===== src/rtl/serial_adder_ctrl_pkg.sv =====
// Shared definitions for the bit-serial adder sequencer: FSM state encoding.
// Encoding 2'd3 is unused and the controller recovers from it to S_IDLE.
package serial_adder_ctrl_pkg;

  typedef enum logic [1:0] {
    S_IDLE = 2'd0,
    S_RUN  = 2'd1,
    S_DONE = 2'd2
  } state_e;

endpackage


===== src/rtl/serial_adder_ctrl_full_adder.sv =====
// One-bit full adder cell; the single arithmetic resource the sequencer time-shares.
module full_adder (
  input  logic a,
  input  logic b,
  input  logic cin,
  output logic s,
  output logic cout
);

  assign s    = a ^ b ^ cin;
  assign cout = (a & b) | (a & cin) | (b & cin);

endmodule


===== src/rtl/serial_adder_ctrl.sv =====
// Bit-serial adder sequencer: runs a WIDTH-bit add LSB-first through one full_adder,
// then presents sum/cout with a one-cycle done pulse.
module serial_adder_ctrl
  import serial_adder_ctrl_pkg::*;
#(
  parameter int WIDTH = 8
) (
  input  logic             clk,
  input  logic             rst,
  input  logic             start,
  input  logic [WIDTH-1:0] a,
  input  logic [WIDTH-1:0] b,
  input  logic             cin,
  output logic             busy,
  output logic             done,
  output logic [WIDTH-1:0] sum,
  output logic             cout
);

  localparam int CNT_W = $clog2(WIDTH + 1);

  state_e             state_q, state_d;
  logic [WIDTH-1:0]   a_sr_q, a_sr_d;
  logic [WIDTH-1:0]   b_sr_q, b_sr_d;
  logic [WIDTH-1:0]   sum_sr_q, sum_sr_d;
  logic [WIDTH-1:0]   sum_q, sum_d;
  logic               c_q, c_d;
  logic               cout_q, cout_d;
  logic [CNT_W-1:0]   cnt_q, cnt_d;
  logic               busy_q, busy_d;
  logic               done_q, done_d;

  logic               fa_s, fa_co;
  logic               last_bit;
  logic [WIDTH-1:0]   sum_sr_shift;

  full_adder u_fa (
    .a    (a_sr_q[0]),
    .b    (b_sr_q[0]),
    .cin  (c_q),
    .s    (fa_s),
    .cout (fa_co)
  );

  assign last_bit = (cnt_q == CNT_W'(WIDTH - 1));
  // New sum bit enters at the MSB so after WIDTH shifts bit 0 sits at the LSB.
  assign sum_sr_shift = (sum_sr_q >> 1) | (WIDTH'(fa_s) << (WIDTH - 1));

  always_ff @(posedge clk) begin
    if (rst) begin
      state_q  <= S_IDLE;
      a_sr_q   <= '0;
      b_sr_q   <= '0;
      sum_sr_q <= '0;
      sum_q    <= '0;
      c_q      <= 1'b0;
      cout_q   <= 1'b0;
      cnt_q    <= '0;
      busy_q   <= 1'b0;
      done_q   <= 1'b0;
    end else begin
      state_q  <= state_d;
      a_sr_q   <= a_sr_d;
      b_sr_q   <= b_sr_d;
      sum_sr_q <= sum_sr_d;
      sum_q    <= sum_d;
      c_q      <= c_d;
      cout_q   <= cout_d;
      cnt_q    <= cnt_d;
      busy_q   <= busy_d;
      done_q   <= done_d;
    end
  end

  always_comb begin
    state_d = S_IDLE;
    case (state_q)
      S_IDLE:  state_d = start ? S_RUN : S_IDLE;
      S_RUN:   state_d = last_bit ? S_DONE : S_RUN;
      S_DONE:  state_d = S_IDLE;
      default: state_d = S_IDLE;
    endcase
  end

  // Datapath: load on accept, shift one bit per RUN cycle, commit result on the last bit.
  always_comb begin
    a_sr_d   = a_sr_q;
    b_sr_d   = b_sr_q;
    sum_sr_d = sum_sr_q;
    sum_d    = sum_q;
    c_d      = c_q;
    cout_d   = cout_q;
    cnt_d    = cnt_q;
    case (state_q)
      S_IDLE: begin
        if (start) begin
          a_sr_d   = a;
          b_sr_d   = b;
          c_d      = cin;
          cnt_d    = '0;
          sum_sr_d = '0;
        end
      end
      S_RUN: begin
        a_sr_d   = a_sr_q >> 1;
        b_sr_d   = b_sr_q >> 1;
        c_d      = fa_co;
        sum_sr_d = sum_sr_shift;
        cnt_d    = cnt_q + CNT_W'(1);
        if (last_bit) begin
          sum_d  = sum_sr_shift;
          cout_d = fa_co;
        end
      end
      default: ;
    endcase
  end

  always_comb begin
    busy_d = (state_d == S_RUN);
    done_d = (state_d == S_DONE);
  end

  assign busy = busy_q;
  assign done = done_q;
  assign sum  = sum_q;
  assign cout = cout_q;

endmodule


===== config.mk =====
export PLATFORM = sky130hd
export DESIGN_NAME = serial_adder_ctrl
export DESIGN_NICKNAME = d
export VERILOG_FILES = /design/src/rtl/serial_adder_ctrl_pkg.sv /design/src/rtl/serial_adder_ctrl_full_adder.sv /design/src/rtl/serial_adder_ctrl.sv
export SDC_FILE = /design/constraint.sdc
export NUM_CORES = 1
export LEC_CHECK = 0
export ABC_AREA = 0
export CORE_UTILIZATION = 38
export CTS_CLUSTER_SIZE = 14
export DETAILED_ROUTE_END_ITERATION = 8
export SLEW_MARGIN = 20
export SYNTH_ARGS = -nofsm -noshare
export SYNTH_HDL_FRONTEND = slang
export SYNTH_HIERARCHICAL = 1
export SYNTH_SLANG_ARGS = --single-unit

===== constraint.sdc =====
create_clock -name clk -period 1.4 [get_ports clk]
set_input_delay 0.14 -clock clk [delete_from_list [all_inputs] [get_ports clk]]
set_output_delay 0.14 -clock clk [all_outputs]
set_load 0.005 [all_outputs]

== Word-level counts from Yosys, hierarchy flattened ==
Cells that the tools add are included.
Cells by class
  add/sub/neg operators: 1
  reductions and logical operators: 4
  bitwise logic cells: 8
  eq/ne operators: 5
  multiplexer cells: 13
Operators by type and width (number)
  8-bit one-hot mux with 2 select lines: 3
  8-bit 2-to-1 mux: 3
  7-bit by 8-bit bitwise OR with 8-bit output: 1
  4-bit one-hot mux with 2 select lines: 1
  4-bit by 1-bit adder with 4-bit output (second input constant): 1
  2-bit by 1-bit == test with 1-bit output (second input constant): 2
  4-bit by 3-bit == test with 1-bit output (second input constant): 1
  4-bit 2-to-1 mux: 1
  2-bit one-hot mux with 2 select lines: 1
  2-bit AND reduction: 2
  1-bit AND: 3
  2-bit == test (second input constant): 1
  2-bit logical NOT: 1
  1-bit 2-to-1 mux: 2
  2-bit 2-to-1 mux: 1
  2-bit inequality test (second input constant): 1
  1-bit bitwise OR: 2
  1-bit one-hot mux with 2 select lines: 1
  2-bit nonzero test: 1
  1-bit XOR: 2
Storage, ports and cells
  bits of input ports: 20
  word-level logic and storage cells: 41
  register bits: 42

== Longest topological paths before layout ==
  word-level depth: 4
  mapped depth: 6
  gate-level depth less buffers: 4

== By module ==
The synthesis kept the hierarchy.
By module, submodules not included
  serial_adder_ctrl: times used 1, cells each 186, sequential area each 820.8 µm², area an instance 1686.6 µm²
  full_adder: times used 1, cells each 1, sequential area each 0.0 µm², area an instance 20.0 µm²

== Worst setup path after synthesis ==
No wires, ideal clock.
  path kind: register to register
  start: reg cnt_q[0]
  end: reg cout_q, in the netlist cout
  setup time: 0.072 ns
  buffers on the path: 0
  setup slack: 0.107 ns
  cell stages (with the launch flop): 5
  period minus slack after synthesis: 1.293 ns
  required time: 1.328 ns
  arrival time: 1.221 ns
  cell sequence: dfxtp_1 -> ha_1 -> nand4b_1 -> nor2_4 -> mux2i_1
On the way
  word-level cells in the longest chain between the ends: 2
RTL lines
  start, declared: RTL line serial_adder_ctrl.sv:29  | logic [CNT_W-1:0] cnt_q, cnt_d;
  start signal, assigned: RTL line serial_adder_ctrl.sv:69  | cnt_q <= cnt_d;
  4-bit by 3-bit == test with 1-bit output: RTL line serial_adder_ctrl.sv:45  | assign last_bit = (cnt_q == CNT_W'(WIDTH - 1));
  2-bit AND reduction (no source line)
  end signal, assigned: RTL line serial_adder_ctrl.sv:68  | cout_q <= cout_d;
  end, declared: RTL line serial_adder_ctrl.sv:28  | logic cout_q, cout_d;
No other way between the ends.
A chain may end at the register's enable or synchronous reset.

== Worst setup path after layout ==
  start: reg cnt_q[1]
  end: reg cout_q, in the netlist cout
The elaborated chain is that of the path after synthesis.

==> results.json <==
{
  "worstSetupEndpointType": "register",
  "arrival_ps": 1530,
  "clk_latency_ps": 290,
  "path_clk_slew_ps": 80,
  "grt.overflow.total": 0,
  "wl_um": 3420,
  "skew_ps": 5.51,
  "die_w_um": 69.0,
  "place_congestion": 0.786,
  "syn_area_um2": 1710,
  "synth_seq_cells": 41,
  "wire_per_inst_um": 12.7,
  "powerDensity_nw_per_um2": 1180,
  "final_hold_viol_count": 0,
  "hpwl_um": 2200,
  "leakagePower_nw": 0.831,
  "fmax_mhz": 762,
  "vias": 1363,
  "crit_family": "flip-flops",
  "vias_per_cell": 5.05,
  "synth_edf_count": 0,
  "placementRows": 24,
  "fp.dieH_um": 69.0,
  "drive_gt1_share_pct": 10.6,
  "vdd_drop_max_uv": 674,
  "syn_avg_cell_area_um2": 9.13,
  "start_kind": "register",
  "first_pass_iters": 6,
  "htreeDepth": 2,
  "crit_chain": "ha_2 > nand4b_1 > nor2_4 > buf_12 > mux2i_1",
  "slew_viol_final": 0,
  "port_buffers": 30,
  "finalSetupViolations": 0,
  "area_growth_syn_to_layout_pct": 30.7,
  "path_max_fanout": 9,
  "totalNegativeSetupSlack_ps": 0,
  "cp_slowest_cell": "dfxtp_1",
  "hp-class": "in2reg",
  "antenna_found_initial": 0,
  "yosysWarnings": 6,
  "synth_fp_nets": 209,
  "slew_headroom_pct": 81.0,
  "fill_cells": 415,
  "ios": 31,
  "initial_utilization_pct": 39.5,
  "synth_cell_type_count": 25,
  "first_global_vias": 1333,
  "ys_seq_area_share_pct": 48.1,
  "postCtsHoldBufs": 0,
  "synthCells": 187,
  "synthArstFlopShare_pct": 0,
  "cts-buffers-inserted": 5,
  "period_share_pct": 93.8,
  "synth_flop_cell": "dfxtp_1",
  "core-area_um2": 4320,
  "worst-setup-path-type": "reg2reg",
  "drt_iter0_markers": 88,
  "nets": 239,
  "cts.path.max_buffers": 2,
  "slowest_delay_ps": 350,
  "grt_start_max_net_pins": 51,
  "fin_total_pwr_mw": 2.63,
  "critical_path_required_ps": 1610,
  "crit_buf_inv": 1,
  "maxCapViolations": 0,
  "dieArea_um2": 4760,
  "diodes": 0,
  "clock-sinks": 41,
  "cts-root-buf": "clkbuf_8",
  "drc_errors": 1,
  "fin_crit_ps": 1310,
  "tightest_slew_ps": 285,
  "track_usage_pct": 15.5,
  "cts_tree": "done",
  "ant_nets": 0,
  "outcome": "finished with violations",
  "grt_pass1_wl_um": 5900,
  "violations": "design-rule violations"
}
## power breakdown
part	switching, mW	internal (mW)
Sequential	0.0322	1.22
Combinational	0.136	0.145
Clock	0.396	0.708
Total	0.565	2.07
## synth_stat cells, types with 3 or more instances
cell	n	share of area [%]
nand2b_1	19	7.0
a21oi_1	16	4.7
buf_6	3	2.0
buf_2	4	1.2
nor2_1	28	6.2
mux2i_1	10	5.9
clkbuf_1	5	1.1
a211oi_1	15	6.6
buf_4	3	1.3
a22oi_1	10	4.4
dfxtp_1	41	48
nand2_1	17	3.7
nor3_1	3	0.88
## logic make-up after synthesis
group / after synthesis / synth area share (%)
DFF: 41 / 48.1
adders and majority gates: 2 / 1.91
AOI/OAI and AO/OA: 45 / 17.9
and+or+nand+nor: 74 / 20.7
buffers and inverters: 15 / 5.57
muxes: 10 / 5.87
## stage by stage
stage	cells	area, um2	worst slack [ps]	util [%]	hold slack (ps)
3_3_place_gp	261	2080	76.5	48.1	457
6_report	270	2230	87.2	51.6	394
5_1_grt	270	2230	-3.18	51.6	392
2_1_floorplan	187	1710	107	-	281
3_5_place_dp	261	2080	11.0	48.1	463
4_1_cts	269	2210	24.7	51.2	386
## registers in the layout (all words and copies together) (netlist names)
register / cells
busy: 1
cout: 1
a_sr_q: 8
b_sr_q: 8
state_q: 2
cnt_q: 4
sum: 8
sum_sr_q: 7
done: 1
c_q: 1
## tightest hold or removal path: stages
cell and delay (ps):
clkdlybuf4s50_1 390, nand2_1 50, a211oi_1 50
## final cells by class
cell class	count	area (um2)	area share (%)
flip-flops and latches	41	825	37.0
multi-input cells	131	793	35.6
repair buffers	38	414	18.6
clock buffers	5	68.8	3.08
clock inverters	3	65.1	2.92
well taps	52	65.1	2.92
## layout by cell type, fill, tap and decap left out, types with 2 or more instances in the layout
cell type / Yosys / layout
buf_12: 0 / 4
nor2_1: 28 / 28
a21oi_1: 16 / 16
clkdlybuf4s50_1: 0 / 30
nand2_1: 17 / 17
nand2b_1: 19 / 19
dfxtp_2: 0 / 3
buf_4: 3 / 3
dfxtp_1: 41 / 38
nor3_1: 3 / 3
bufinv_16: 0 / 2
clkbuf_8: 0 / 5
mux2i_1: 10 / 10
a211oi_1: 15 / 15
nand3_1: 2 / 2
a22oi_1: 10 / 10
## worst paths after layout
kind                                          startpoint                     end  slack, ps  cells past startpoint
worst max register to register     cnt_q[1]$_SDFFE_PP0P_       cout$_SDFFE_PP0P_         90                      5
worst max-delay path               cnt_q[1]$_SDFFE_PP0P_       cout$_SDFFE_PP0P_         90                      5
worst min-delay path                                b[3]  b_sr_q[3]$_SDFFE_PP0P_        390                      3
worst min register to register  sum_sr_q[1]$_SDFFE_PP0P_     sum[0]$_SDFFE_PP0P_        480                      2
## layer usage
layer	global-route usage (%)	vias to the layer above	share of wire [%]
met4	6.12	0	0.85
met3	5.26	2	4.3
met2	26.1	30	49
met1	18.0	632	46
met5	0	-	0
li1	-	699	-
## timing repair
item / in CTS / in global routing
endpoints found under the setup margin: 0 / 21
buffers inserted: 0 / 1
gates resized for setup: 0 / 5
Power figures use the tool's default switching activity.
